**config.mk**
```make
export PLATFORM = sky130hd
export DESIGN_NAME = aukv_uart_rx_fifo
export DESIGN_NICKNAME = d
export VERILOG_FILES = /design/src/rtl/aukv_uart_rx_fifo.sv
export SDC_FILE = /design/constraint.sdc
export NUM_CORES = 1
export LEC_CHECK = 0
export CORE_MARGIN = 5
export CORE_UTILIZATION = 58
export CTS_BUF_LIST = sky130_fd_sc_hd__clkbuf_16
export DETAILED_ROUTE_END_ITERATION = 6
export GPL_ROUTABILITY_DRIVEN = 0
export PLACE_DENSITY = 0.89
export SYNTH_ARGS = -nofsm -noshare
export SYNTH_HDL_FRONTEND = slang
export SYNTH_SLANG_ARGS = --single-unit
```
**constraint.sdc**
```tcl
create_clock -name i_clk -period 2.68 [get_ports i_clk]
set_input_delay 0.536 -clock i_clk [delete_from_list [all_inputs] [get_ports i_clk]]
set_output_delay 0.536 -clock i_clk [all_outputs]
set_load 0.1 [all_outputs]
```
**src/rtl/aukv_uart_rx_fifo.sv**
```systemverilog
// aukv_uart_rx_fifo: parametrised UART receiver with a first-word fall-through output FIFO.
// The serial line is synchronised, deserialised LSB first, optionally parity-checked and
// stop-bit-checked, then pushed into a small FIFO read through a valid/ready handshake.
// Three sticky error flags report parity failures, framing failures and FIFO overruns.
module aukv_uart_rx_fifo #(
    parameter int CLKS_PER_BIT = 434,
    parameter int DATA_BITS    = 8,
    parameter int PARITY       = 0,
    parameter int STOP_BITS    = 1,
    parameter int FIFO_DEPTH   = 4
) (
    input  logic                          i_clk,
    input  logic                          i_rst,
    input  logic                          i_rx,
    output logic [DATA_BITS-1:0]          o_data,
    output logic                          o_valid,
    input  logic                          i_ready,
    output logic [$clog2(FIFO_DEPTH):0]   o_level,
    output logic                          o_busy,
    output logic                          o_parity_err,
    output logic                          o_frame_err,
    output logic                          o_overrun,
    input  logic                          i_clr_err
);

    localparam int CNT_W = $clog2(CLKS_PER_BIT);
    localparam int PTR_W = $clog2(FIFO_DEPTH);
    localparam int IDX_W = 4;

    localparam logic [CNT_W-1:0] HALF_CNT  = CNT_W'(CLKS_PER_BIT / 2);
    localparam logic [CNT_W-1:0] LAST_CNT  = CNT_W'(CLKS_PER_BIT - 1);
    localparam logic [IDX_W-1:0] LAST_DATA = IDX_W'(DATA_BITS - 1);
    localparam logic             LAST_STOP = 1'(STOP_BITS - 1);
    localparam logic [PTR_W:0]   FULL_LVL  = (PTR_W + 1)'(FIFO_DEPTH);
    localparam logic             ODD_MODE  = (PARITY == 1);

    typedef enum logic [2:0] {
        ST_IDLE,
        ST_START,
        ST_DATA,
        ST_PARITY,
        ST_STOP
    } state_t;

    state_t                 state_q;
    logic                   rxMeta_q, rxSync_q, rxPrev_q;
    logic [CNT_W-1:0]       bitCnt_q;
    logic [IDX_W-1:0]       bitIdx_q;
    logic                   stopIdx_q;
    logic [DATA_BITS-1:0]   shift_q;
    logic                   parFail_q, stopBad_q, busy_q;

    logic [DATA_BITS-1:0]   mem_q [FIFO_DEPTH];
    logic [PTR_W-1:0]       wrPtr_q, rdPtr_q;
    logic [PTR_W:0]         count_q, count_d;
    logic                   parityErr_q, frameErr_q, overrun_q;

    logic sampleTick, lastStop, stopOk, pushReq, popReq, fifoFull, pushAccept;
    logic frameErrEv, parityErrEv, overrunEv;

    assign sampleTick  = (bitCnt_q == LAST_CNT);
    assign lastStop    = (state_q == ST_STOP) && sampleTick && (stopIdx_q == LAST_STOP);
    assign stopOk      = rxSync_q && !stopBad_q;
    assign pushReq     = lastStop && stopOk;
    assign frameErrEv  = lastStop && !stopOk;
    assign parityErrEv = pushReq && parFail_q;

    assign fifoFull    = (count_q == FULL_LVL);
    assign popReq      = (count_q != '0) && i_ready;
    assign pushAccept  = pushReq && (!fifoFull || popReq);
    assign overrunEv   = pushReq && fifoFull && !popReq;

    assign o_valid      = (count_q != '0);
    assign o_level      = count_q;
    assign o_data       = o_valid ? mem_q[rdPtr_q] : '0;
    assign o_busy       = busy_q;
    assign o_parity_err = parityErr_q;
    assign o_frame_err  = frameErr_q;
    assign o_overrun    = overrun_q;

    // Two-flop synchroniser plus one history flop so a falling edge on the line can be seen.
    always_ff @(posedge i_clk) begin
        if (i_rst) begin
            rxMeta_q <= 1'b1;
            rxSync_q <= 1'b1;
            rxPrev_q <= 1'b1;
        end else begin
            rxMeta_q <= i_rx;
            rxSync_q <= rxMeta_q;
            rxPrev_q <= rxSync_q;
        end
    end

    // Frame FSM: start validation at half a bit, then one sample per bit period at mid-bit.
    always_ff @(posedge i_clk) begin
        if (i_rst) begin
            state_q   <= ST_IDLE;
            bitCnt_q  <= '0;
            bitIdx_q  <= '0;
            stopIdx_q <= 1'b0;
            shift_q   <= '0;
            parFail_q <= 1'b0;
            stopBad_q <= 1'b0;
            busy_q    <= 1'b0;
        end else begin
            case (state_q)
                ST_IDLE: begin
                    bitCnt_q <= '0;
                    if (rxPrev_q && !rxSync_q) begin
                        state_q <= ST_START;
                        busy_q  <= 1'b1;
                    end
                end
                ST_START: begin
                    if (bitCnt_q == HALF_CNT) begin
                        bitCnt_q <= '0;
                        if (rxSync_q) begin
                            state_q <= ST_IDLE;
                            busy_q  <= 1'b0;
                        end else begin
                            state_q  <= ST_DATA;
                            bitIdx_q <= '0;
                        end
                    end else begin
                        bitCnt_q <= bitCnt_q + 1'b1;
                    end
                end
                ST_DATA: begin
                    if (sampleTick) begin
                        bitCnt_q <= '0;
                        shift_q  <= {rxSync_q, shift_q[DATA_BITS-1:1]};
                        bitIdx_q <= bitIdx_q + 1'b1;
                        if (bitIdx_q == LAST_DATA) begin
                            parFail_q <= 1'b0;
                            stopBad_q <= 1'b0;
                            stopIdx_q <= 1'b0;
                            state_q   <= (PARITY != 0) ? ST_PARITY : ST_STOP;
                        end
                    end else begin
                        bitCnt_q <= bitCnt_q + 1'b1;
                    end
                end
                ST_PARITY: begin
                    if (sampleTick) begin
                        bitCnt_q  <= '0;
                        parFail_q <= ((^shift_q) ^ rxSync_q) != ODD_MODE;
                        state_q   <= ST_STOP;
                    end else begin
                        bitCnt_q <= bitCnt_q + 1'b1;
                    end
                end
                ST_STOP: begin
                    if (sampleTick) begin
                        bitCnt_q <= '0;
                        if (!rxSync_q) begin
                            stopBad_q <= 1'b1;
                        end
                        if (stopIdx_q == LAST_STOP) begin
                            state_q <= ST_IDLE;
                            busy_q  <= 1'b0;
                        end else begin
                            stopIdx_q <= stopIdx_q + 1'b1;
                        end
                    end else begin
                        bitCnt_q <= bitCnt_q + 1'b1;
                    end
                end
                default: begin
                    state_q <= ST_IDLE;
                    busy_q  <= 1'b0;
                end
            endcase
        end
    end

    // Next occupancy: a push accepted alongside a pop leaves the level unchanged.
    always_comb begin
        count_d = count_q;
        case ({pushAccept, popReq})
            2'b10:   count_d = count_q + 1'b1;
            2'b01:   count_d = count_q - 1'b1;
            default: count_d = count_q;
        endcase
    end

    // FIFO storage is not reset; the head word is masked to zero while the FIFO is empty.
    always_ff @(posedge i_clk) begin
        if (pushAccept) begin
            mem_q[wrPtr_q] <= shift_q;
        end
    end

    // FIFO pointers wrap naturally because the depth is a power of two.
    always_ff @(posedge i_clk) begin
        if (i_rst) begin
            wrPtr_q <= '0;
            rdPtr_q <= '0;
            count_q <= '0;
        end else begin
            if (pushAccept) begin
                wrPtr_q <= wrPtr_q + 1'b1;
            end
            if (popReq) begin
                rdPtr_q <= rdPtr_q + 1'b1;
            end
            count_q <= count_d;
        end
    end

    // Sticky error flags; a new error event takes priority over a clear request.
    always_ff @(posedge i_clk) begin
        if (i_rst) begin
            parityErr_q <= 1'b0;
            frameErr_q  <= 1'b0;
            overrun_q   <= 1'b0;
        end else begin
            if (parityErrEv) begin
                parityErr_q <= 1'b1;
            end else if (i_clr_err) begin
                parityErr_q <= 1'b0;
            end
            if (frameErrEv) begin
                frameErr_q <= 1'b1;
            end else if (i_clr_err) begin
                frameErr_q <= 1'b0;
            end
            if (overrunEv) begin
                overrun_q <= 1'b1;
            end else if (i_clr_err) begin
                overrun_q <= 1'b0;
            end
        end
    end

endmodule
```
After elaboration in Yosys (flattened, before gate mapping)
Memory sizes are Yosys's and may differ from the RTL's. A register that Yosys moved wholly into a read port is not among the register bits.
Index checks and enable logic that the tools add are counted.
{ "word_totals": {"output_inout_bits": 16, "inputBits": 5, "word_cells": 127, "mem_count": 1, "ff_bits": 41, "mem_bits_rw": 32} }
{ "mem_list": {"columns": ["memory", "depth", "word_bits", "read_ports", "rd_clocked_by_memory_dff", "write_ports", "line_no", "source"], "rows": [
  ["mem_q", 4, 8, 1, 1, 1, "53", "logic [DATA_BITS-1:0] mem_q [FIFO_DEPTH];"]
]} }
{ "classes": {"n_bitwise": 3, "n_mux": 42, "reduce_logical": 37, "n_eq_ne": 20, "add_sub_neg": 7} }
{ "op_table": {"columns": ["op", "n"], "rows": [
  ["$pmux W9 S3", 1],
  ["$mux W3", 7],
  ["$ne A2 B2 Y1 const B", 10],
  ["$mux W1", 18],
  ["$mux W9", 2],
  ["$pmux W3 S5", 1],
  ["$reduce_bool A2 Y1", 7],
  ["$mux W4", 3],
  ["$reduce_and A4 Y1", 3],
  ["$logic_and A1 B1 Y1", 11],
  ["$add A9 B1 Y9 const B", 1],
  ["$eq A9 B8 Y1 const B", 1],
  ["$eq A9 B9 Y1 const B", 1],
  ["$mux W8", 1],
  ["$pmux W4 S2", 1],
  ["$reduce_xor A8 Y1", 1],
  ["$reduce_and A7 Y1", 1],
  ["$eq A3 B2 Y1 const B", 2],
  ["$eq A3 B3 Y1 const B", 2],
  ["$mux W2", 3],
  ["$pmux W1 S2", 3],
  ["$pmux W3 S2", 1],
  ["$reduce_and A6 Y1", 1],
  ["$reduce_bool A3 Y1", 2],
  ["19 further kinds", 25]
]} }

Depth between registers and ports, before layout
Gate-level depths: netlist of the first run.
{ "logic_depth": {"word_depth": 7, "ltp_mapped": 11, "depth_no_buf": 11} }

Worst setup path before layout of the first run
Ideal clock, no wire load.
{ "synth_path": {"path_kind": "reg-to-output", "startpoint": "reg count_q[0] (netlist: o_level[0])", "endpoint": "out o_data[0]", "arrival_time_ns": 3.061, "required_time_ns": 2.144, "path_slack_ns": -0.917, "path_stages_with_launch": 4, "cell_sequence": "dfxtp_1 > or3_1 > clkbuf_1 > and2_1"} }
{ "synth_between": {"elab_chain_cells": 2} }
{ "synth_lines": {"columns": ["item", "line_no", "source"], "rows": [
  ["start, declared", "55", "logic [PTR_W:0] count_q, count_d;"],
  ["start signal, assigned", "206", "count_q <= count_d;"],
  ["$reduce_bool A3 Y1", "73", "assign o_valid = (count_q != '0);"],
  ["net o_valid", "16", "output logic o_valid,"],
  ["$mux W8", "75", "assign o_data = o_valid ? mem_q[rdPtr_q] : '0;"],
  ["end, declared", "15", "output logic [DATA_BITS-1:0] o_data,"]
]} }
The timed path passes the listed nets, and every way through them passes these cells.

==> flow_metrics.tcl, run 1 <==
set metrics [dict create \
    crit_type "flop to output pin" \
    ctsHoldBuffers 0 \
    synth_area_per_cell_um2 11.6 \
    slew-limit-headroom_pct 61.2 \
    first_pass_iters 4 \
    post_cts_resize_count 0 \
    grt-ovfl-total 0 \
    detail-route-antenna-nets 0 \
    place_ws_ns 0.146 \
    synth_seq_cells 74 \
    number_of_global_route_vias_before_repair 2275 \
    cts-buffers-inserted 9 \
    finalWorstSetupSlack_ns 0.207 \
    grt_first_pass_wirelength_mm 10.8 \
    layout_worst_path_cycle_share_pct 92.3 \
    seqCellArea_mm2 0.00181 \
    die_area_mm2 0.00740 \
    achievable-frequency_ghz 0.404 \
    netlist_area_mm2 0.00335 \
    drc_errors 0 \
    pwr-share-clk_pct 30.2 \
    detail_route.vias_per_cell 5.72 \
    final-max-slew-violation-count 0 \
    fraction_of_power_spent_switching_nets_pct 35.0 \
    multi_input_area_mm2 0.00148 \
    cts-root-to-sink-buffers 2 \
    dp.cells 376 \
    synth_enable_flop_cells 32 \
    hold_viol 0 \
    critPathMaxFanout 8 \
    cellInternalPower_w 0.00218 \
    detail_route.iter0.violations 104 \
    post-cts-setup-buffer-count 0 \
    core_mm2 0.00557 \
    postRouteWirelength_mm 6.43 \
    p_switching_w 0.00117 \
    die_x_um 86.0 \
    cts_tree "yes" \
    pin_count 21 \
    power_leakage_nw 1.46 \
    portBuffers 20 \
    avgRoutedWirePerCell_um 16.4 \
    p_seq_share_pct 37.3 \
    layout.cells.non_filler 392 \
    min_period_ns 2.47 \
    power.combinational.fraction_pct 32.5 \
    synth.net_count 302 \
    place_hpwl_mm 4.40 \
    seq_area_frac_synth_pct 53.8 \
    antenna-diode-count 0 \
    synth_top_flop_cell "sky130_fd_sc_hd__dfxtp_1" \
    share_of_final_layout_standard_cells_stronger_than_drive_strength_1_pct 21.9 \
    layout_commonest_cell "sky130_fd_sc_hd__dfxtp_1" \
    worstSetupEndpointType "output pin" \
    final_net_count 328 \
    final_core_util_pct 71.3 \
    antenna_found_initial 0 \
    grt_util_all_layers_pct 19.1 \
    die-height_um 86.0 \
    placed_instance_area_mm2 0.00372 \
    design_area_mm2 0.00398 \
    status "finished, final reports clean" \
    worst_ep_required_time_ns 2.14 \
    worst_clock_skew_ns 0.00952 \
    area_delta_synth_final_pct 18.6 \
    cts_root_buffer "sky130_fd_sc_hd__clkbuf_16" \
    yosys.cell_types.count 52 \
    min_path_type "flop to flop" \
    vdd_drop_max_mv 0.782 \
    yosys_warnings 0 \
    clkSinkCount 74 \
    pin_count_of_the_biggest_net_entering_global_routing 21 \
    synth-async-reset-ratio_pct 0 \
    mostFrequentLayoutCells "sky130_fd_sc_hd__dfxtp_1, sky130_fd_sc_hd__edfxtp_1, sky130_fd_sc_hd__nor2_1" \
    finalSetupViolCount 0 \
    routed-via-count 2241 \
    worst_skew_pair.late_latency_ns 0.33 \
    worst_setup_hold_path_clk_slew_ns 0.05 \
    p_per_area_mw_per_mm2 844 \
    timing_worst_slew_pin_value_ns 0.578 \
    netlist_instances 289 \
    startpoint_type "flop" \
    critPathArrivalTime_ns 1.94 \
    final.fill_count 362 \
    cts_max_level 3 \
    drv.max_cap_violation_count 0 \
    rows 27 \
    fin_setup_tns_ns 0 \
    initial_core_utilization_pct 60.1 \
    grt_setup_unrepaired "false" \
]
layout make-up:
class,count,area share [%]
clock buffers,9,5.66
multi-input cells,195,37.2
clock inverters,7,0.787
well taps,72,2.27
flip-flops and latches,74,45.4
inverters,7,0.661
repair buffers,28,8.06
synth_stat cells (4+ instances only):
cell type	n	area share [%]
sky130_fd_sc_hd__nor2_1	30	3.4
sky130_fd_sc_hd__or2_2	4	0.75
sky130_fd_sc_hd__nor3_1	5	0.75
sky130_fd_sc_hd__inv_1	7	0.78
sky130_fd_sc_hd__xor2_1	7	1.8
sky130_fd_sc_hd__dfxtp_1	42	25
sky130_fd_sc_hd__nand2b_1	6	1.1
sky130_fd_sc_hd__ha_1	7	2.6
sky130_fd_sc_hd__clkbuf_1	8	0.90
sky130_fd_sc_hd__mux2i_1	10	3.0
sky130_fd_sc_hd__a31oi_1	6	1.1
sky130_fd_sc_hd__a21oi_1	11	1.6
sky130_fd_sc_hd__o21ai_0	5	0.75
sky130_fd_sc_hd__nand3_1	8	1.2
sky130_fd_sc_hd__mux4_2	8	5.4
sky130_fd_sc_hd__edfxtp_1	32	29
sky130_fd_sc_hd__and2_1	12	2.2
sky130_fd_sc_hd__nand2_1	16	1.8
sky130_fd_sc_hd__xnor2_1	8	2.1
sequential cells by signal, indices dropped and copies added (netlist names), named ones only:
signal	count
rxMeta_q	1
o_overrun	1
rdPtr_q	2
rxSync_q	1
bitCnt_q	9
bitIdx_q	4
o_busy	1
wrPtr_q	2
parFail_q	1
state_q	3
o_parity_err	1
stopBad_q	1
rxPrev_q	1
o_level	3
mem_q	32
shift_q	8
o_frame_err	1
per-layer routing:
layer | routed length (um) | track usage, % | up-vias
li1 | - | - | 1105
met1 | 2730 | 22.5 | 1062
met2 | 3230 | 31.8 | 57
met3 | 241 | 3.36 | 17
met4 | 221 | 12.4 | 0
met5 | 0 | 0 | -
power groups by stage:
stage | Combinational, W | Sequential [W] | Clock (W)
finish | 0.00109 | 0.00125 | 0.00101
global route | 0.00113 | 0.00126 | 0.00109
detailed placement | 0.00109 | 0.00128 | 0
CTS | 0.00110 | 0.00125 | 0.00103
floorplan | 0.000697 | 0.00134 | 0
global placement | 0.00108 | 0.00128 | 0
critical path, cell delays in order, from the launching register on:
cell and delay [ns]:
sky130_fd_sc_hd__dfxtp_1 0.64, sky130_fd_sc_hd__mux4_2 0.58, sky130_fd_sc_hd__and2_2 0.22, sky130_fd_sc_hd__buf_12 0.16
cell families after synthesis:
group           count (synthesis)  synth area share (%)
mux                            20                  9.15
simple gates                  112                  19.9
compound gates                 40                  7.65
buf+inv                        20                  2.46
xor+xnor                       15                  3.92
fa+ha+maj                       8                  3.21
flops                          74                  53.8
path summary, 6_finish.rpt:
| kind | end | slack [ns] | startpoint | depth (start not counted) |
|---|---|---|---|---|
| max | o_data[1] | 0.21 | flop | 3 |
| min | rxSync_q | 0.40 | rxMeta_q | 1 |
| min reg2reg | rxSync_q | 0.40 | rxMeta_q | 1 |
| max reg2reg | o_level[2] | 0.23 | state_q[2] | 9 |
metrics by stage:
stage               hold slack [ns]  power, W
floorplan                     0.389   0.00204
global placement              0.391   0.00235
detailed placement            0.394   0.00237
CTS                           0.406   0.00338
global route                  0.434   0.00348
finish                        0.405   0.00336
Power figures use the tool's default switching activity.
==> run 2, diff against run 1 <==
--- a/config.mk
+++ b/config.mk
@@ -6,11 +6,12 @@
 export NUM_CORES = 1
 export LEC_CHECK = 0
 export CORE_MARGIN = 5
-export CORE_UTILIZATION = 58
+export CORE_UTILIZATION = 35
 export CTS_BUF_LIST = sky130_fd_sc_hd__clkbuf_16
 export DETAILED_ROUTE_END_ITERATION = 6
 export GPL_ROUTABILITY_DRIVEN = 0
-export PLACE_DENSITY = 0.89
+export PLACE_DENSITY = 0.63
+export SLEW_MARGIN = 25
 export SYNTH_ARGS = -nofsm -noshare
 export SYNTH_HDL_FRONTEND = slang
 export SYNTH_SLANG_ARGS = --single-unit
==> run 2 against run 1 <==
  * Sequential power is essentially flat
  * Clock skew increased by 0.0039 ns
  * Critical path depth is the same
==> flow_metrics.tcl, run 2 (synthesis gave the netlist of run 1 again) <==
set metrics [dict create \
    worstSetupEndpointType "output pin" \
    ctsHoldBuffers 0 \
    initial_core_utilization_pct 36.1 \
    achievable-frequency_ghz 0.396 \
    share_of_final_layout_standard_cells_stronger_than_drive_strength_1_pct 23.4 \
    rows 35 \
    portBuffers 20 \
    clkSinkCount 74 \
    area_delta_synth_final_pct 22.1 \
    mostFrequentLayoutCells "sky130_fd_sc_hd__dfxtp_1, sky130_fd_sc_hd__edfxtp_1, sky130_fd_sc_hd__nor2_1" \
    power.combinational.fraction_pct 31.0 \
    cts_root_buffer "sky130_fd_sc_hd__clkbuf_16" \
    worst_ep_required_time_ns 2.14 \
    worst_setup_hold_path_clk_slew_ns 0.06 \
    cts_tree "yes" \
    final-max-slew-violation-count 0 \
    finalWorstSetupSlack_ns 0.153 \
    core_mm2 0.00928 \
    slowest_delay_ns 0.68 \
    layout_commonest_cell "sky130_fd_sc_hd__dfxtp_1" \
    die_x_um 108 \
    post-cts-setup-buffer-count 0 \
    worst_clock_skew_ns 0.0134 \
    grt-ovfl-total 0 \
    timing.critical_path.slowest_stage_cell "sky130_fd_sc_hd__dfxtp_1" \
    first_pass_iters 4 \
    layout_worst_path_cycle_share_pct 94.3 \
    critPathMaxFanout 8 \
    slew-limit-headroom_pct 53.4 \
    cts-root-to-sink-buffers 2 \
    timing_worst_slew_pin_value_ns 0.693 \
    cts_max_level 3 \
    antenna-diode-count 0 \
    grt_util_all_layers_pct 12.0 \
    p_seq_share_pct 35.8 \
    power_leakage_nw 1.49 \
    largest_register_ff_count 32 \
    grt_first_pass_wirelength_mm 10.9 \
    number_of_global_route_vias_before_repair 2249 \
    detail_route.vias_per_cell 4.90 \
    detail-route-antenna-nets 0 \
    grt_setup_unrepaired "false" \
    finalSetupViolCount 0 \
    seqCellArea_mm2 0.00181 \
    pin_count_of_the_biggest_net_entering_global_routing 39 \
    drv.max_cap_violation_count 0 \
    largestRegisters "mem_q x32, bitCnt_q x9, shift_q x8" \
    p_per_area_mw_per_mm2 857 \
    die-height_um 108 \
    routed-via-count 2205 \
    worstHoldPathCells 1 \
    final.fill_count 892 \
    die_area_mm2 0.0116 \
    vdd_drop_max_mv 0.402 \
    hold_viol 0 \
    antenna_found_initial 0 \
    pin_count 21 \
    detail_route.iter0.violations 80 \
    min_path_type "flop to flop" \
    worst_r2r_path_depth 9 \
    crit_type "flop to output pin" \
    critPathArrivalTime_ns 1.99 \
    p_switching_w 0.00122 \
    pwr-share-clk_pct 33.2 \
    startpoint_type "flop" \
    fin_setup_tns_ns 0 \
    crit_chain "mux4_2 > and2_2 > buf_12" \
    max_flop_register "mem_q" \
    final_net_count 329 \
    multi_input_area_mm2 0.00148 \
    fraction_of_power_spent_switching_nets_pct 34.7 \
    place_ws_ns 0.214 \
    cts-buffers-inserted 9 \
    post_cts_resize_count 0 \
    postRouteWirelength_mm 6.16 \
    cellInternalPower_w 0.00229 \
    avgRoutedWirePerCell_um 13.7 \
    min_period_ns 2.53 \
    place_hpwl_mm 4.39 \
    worst_skew_pair.late_latency_ns 0.33 \
    drc_errors 0 \
    status "finished, final reports clean" \
]
[run 2: layout make-up]
class | count | area share (%)
Multi-Input combinational cell | 195 | 36.1
Sequential cell | 74 | 44.1
Clock inverter | 7 | 1.71
Tap cell | 129 | 3.94
Inverter | 7 | 0.642
Timing Repair Buffer | 29 | 8.01
Clock buffer | 9 | 5.50
[run 2: through the flow]
step | total power, W | std cells | utilization [%] | hold WS [ns] | area, um^2
floorplan | 0.00204 | 289 | - | 0.389 | 3370
global placement | 0.00237 | 434 | 40.9 | 0.397 | 3800
detailed placement | 0.00238 | 434 | 40.9 | 0.400 | 3800
CTS | 0.00356 | 450 | 44.1 | 0.413 | 4090
global route | 0.00366 | 450 | 44.1 | 0.425 | 4090
finish | 0.00351 | 450 | 44.1 | 0.411 | 4090
[run 2: layer usage]
metal | part of all wire (%) | GRT usage (%) | wire length, um
met1 | 49 | 15.4 | 3010
met2 | 47 | 18.7 | 2920
met3 | 2.8 | 3.72 | 171
met4 | 0.94 | 4.69 | 58
met5 | 0 | 0 | 0
[run 2: worst paths after layout]
path,to,slack [ns],from
hold / removal,rxSync_q,0.41,rxMeta_q
hold reg to reg,rxSync_q,0.41,rxMeta_q
setup / recovery,o_data[1],0.15,flop
setup reg to reg,o_level[2],0.25,state_q[2]
[run 2: power groups by stage]
stage / sequential, W / combinational [W] / clock [W]
global route: 0.00127 / 0.00114 / 0.00126
detailed placement: 0.00128 / 0.00110 / 0
CTS: 0.00126 / 0.00110 / 0.00120
finish: 0.00126 / 0.00109 / 0.00116
global placement: 0.00128 / 0.00109 / 0
floorplan: 0.00134 / 0.000697 / 0
[run 2: critical path, delay by kind of cell (launching register included)]
| family | cells | cell delay (ns) |
|---|---|---|
| flops | 1 | 0.68 |
| mux | 1 | 0.58 |
| simple gates | 1 | 0.23 |
| buf+inv | 1 | 0.16 |
==> run 3, diff against run 2 <==
--- a/config.mk
+++ b/config.mk
@@ -8,9 +8,11 @@
 export CORE_MARGIN = 5
 export CORE_UTILIZATION = 35
 export CTS_BUF_LIST = sky130_fd_sc_hd__clkbuf_16
+export CTS_CLUSTER_DIAMETER = 30
 export DETAILED_ROUTE_END_ITERATION = 6
+export DONT_BUFFER_PORTS = 1
 export GPL_ROUTABILITY_DRIVEN = 0
-export PLACE_DENSITY = 0.63
+export PLACE_DENSITY = 0.6
 export SLEW_MARGIN = 25
 export SYNTH_ARGS = -nofsm -noshare
 export SYNTH_HDL_FRONTEND = slang
==> constraint.sdc (replaced) <==
create_clock -name i_clk -period 2.9 [get_ports i_clk]
set_input_delay 0.58 -clock i_clk [delete_from_list [all_inputs] [get_ports i_clk]]
set_output_delay 0.58 -clock i_clk [all_outputs]
set_load 0.1 [all_outputs]
==> run 3 against run 2 <==
  * Critical path depth did not move
  * Non-clock buffer count fell by 14
  * Highest routed layer unchanged
  * Total power fell by 8.6%
  * Worst setup slack improved by 0.19 ns
  * Hold slack got worse by 0.091 ns
  * Critical path type unchanged
  * Wire length fell by 1.0%
  * Die area did not move
  * Global-route usage fell by 0.21 points
==> flow_metrics.tcl, run 3 (synthesis gave the netlist of run 1 again) <==
set metrics [dict create \
    share_of_final_layout_standard_cells_stronger_than_drive_strength_1_pct 20.2 \
    largest_register_ff_count 32 \
    grt_first_pass_wirelength_mm 10.6 \
    pin_count_of_the_biggest_net_entering_global_routing 41 \
    worst_skew_pair.late_latency_ns 0.33 \
    finalSetupViolCount 0 \
    final_net_count 315 \
    die_area_mm2 0.0116 \
    worst_setup_hold_path_clk_slew_ns 0.06 \
    portBuffers 0 \
    crit_chain "mux4_2 > and2_2 > buf_12" \
    largestRegisters "mem_q x32, bitCnt_q x9, shift_q x8" \
    detail-route-antenna-nets 0 \
    seqCellArea_mm2 0.00180 \
    clkSinkCount 74 \
    drv.max_cap_violation_count 0 \
    rows 35 \
    worst_ep_required_time_ns 2.32 \
    avgRoutedWirePerCell_um 14.0 \
    worstSetupEndpointType "output pin" \
    grt-ovfl-total 0 \
    multi_input_area_mm2 0.00148 \
    final-max-slew-violation-count 0 \
    crit_type "flop to output pin" \
    first_pass_iters 4 \
    die-height_um 108 \
    postRouteWirelength_mm 6.10 \
    slowest_delay_ns 0.69 \
    slew-limit-headroom_pct 33.3 \
    layout_worst_path_cycle_share_pct 88.1 \
    antenna-diode-count 0 \
    p_per_area_mw_per_mm2 807 \
    final.fill_count 900 \
    place_hpwl_mm 4.20 \
    power_leakage_nw 1.41 \
    timing_worst_slew_pin_value_ns 0.999 \
    grt_util_all_layers_pct 11.7 \
    drc_errors 0 \
    cts-buffers-inserted 9 \
    cts_root_buffer "sky130_fd_sc_hd__clkbuf_16" \
    critPathMaxFanout 8 \
    detail_route.iter0.violations 62 \
    worst_clock_skew_ns 0.00610 \
    max_flop_register "mem_q" \
    number_of_global_route_vias_before_repair 2115 \
    status "finished, final reports clean" \
    antenna_found_initial 0 \
    post-cts-setup-buffer-count 0 \
    fin_setup_tns_ns 0 \
    mostFrequentLayoutCells "sky130_fd_sc_hd__dfxtp_1, sky130_fd_sc_hd__edfxtp_1, sky130_fd_sc_hd__nor2_1" \
    critical_path.n_buffers_inverters 1 \
    die_x_um 108 \
    ctsHoldBuffers 0 \
    grt_setup_unrepaired "false" \
    startpoint_type "flop" \
    min_path_type "input pin to flop" \
    hold_viol 0 \
    routed-via-count 2082 \
    place_ws_ns 0.515 \
    post_cts_resize_count 0 \
    area_delta_synth_final_pct 18.6 \
    cts_tree "yes" \
    core_mm2 0.00928 \
    vdd_drop_max_mv 0.438 \
    timing.critical_path.max_delay_family "flip-flops" \
    timing.critical_path.slowest_stage_cell "sky130_fd_sc_hd__dfxtp_1" \
    layout_commonest_cell "sky130_fd_sc_hd__dfxtp_1" \
    cts-root-to-sink-buffers 2 \
    min_period_ns 2.55 \
    achievable-frequency_ghz 0.391 \
    cts_max_level 3 \
    detail_route.vias_per_cell 4.78 \
    finalWorstSetupSlack_ns 0.345 \
    initial_core_utilization_pct 36.1 \
    critPathArrivalTime_ns 1.97 \
    pin_count 21 \
]
[run 3: layout make-up]
| type | instances | share of cell area (%) |
|---|---|---|
| tap | 129 | 4.06 |
| inverter | 7 | 0.661 |
| multi-input combinational | 195 | 37.2 |
| clock inverter | 7 | 1.76 |
| timing repair buffer | 15 | 5.35 |
| sequential | 74 | 45.3 |
| clock buffer | 9 | 5.67 |
[run 3: metal layers]
layer	vias up	global-route usage, %	wire, um
met2	29	19.3	2930
met1	975	14.2	2870
met3	4	4.44	253
met5	-	0	0
li1	1074	-	-
met4	0	3.79	55
[run 3: metrics by stage]
step	cell area (um^2)	cells	util (%)	power, W	hold slack, ns
after floorplan	3360	289	-	0.00188	0.389
after global placement	3680	420	39.6	0.00215	0.394
after detailed placement	3680	420	39.6	0.00216	0.395
after CTS	3980	436	42.8	0.00325	0.308
after global routing	3980	436	42.8	0.00335	0.300
final	3980	436	42.8	0.00321	0.320
[run 3: final timing paths]
check,startpoint,end,slack (ns),depth (start not counted)
setup reg to reg,state_q[2],o_level[2],0.52,9
hold / removal,i_rst,bitCnt_q[0],0.32,1
hold reg to reg,rxMeta_q,rxSync_q,0.41,1
setup / recovery,flop,o_data[6],0.35,3
[run 3: power breakdown]
part | internal [W] | total [W] | switching (W)
sequential | 0.00111 | 0.00116 | 0.0000545
clock | 0.000664 | 0.00108 | 0.000420
combinational | 0.000324 | 0.000963 | 0.000639
total | 0.00209 | 0.00321 | 0.00111
[run 3: worst reg2reg max path, stage by stage (launching register included)]
cell	delay [ns]
sky130_fd_sc_hd__dfxtp_1	0.51
sky130_fd_sc_hd__or3b_1	0.48
sky130_fd_sc_hd__nor4_2	0.21
sky130_fd_sc_hd__nor2_1	0.13
sky130_fd_sc_hd__inv_1	0.10
sky130_fd_sc_hd__fa_1	0.19
sky130_fd_sc_hd__nor2_1	0.05
sky130_fd_sc_hd__and3_1	0.16
sky130_fd_sc_hd__a21oi_1	0.12
sky130_fd_sc_hd__mux2_1	0.32
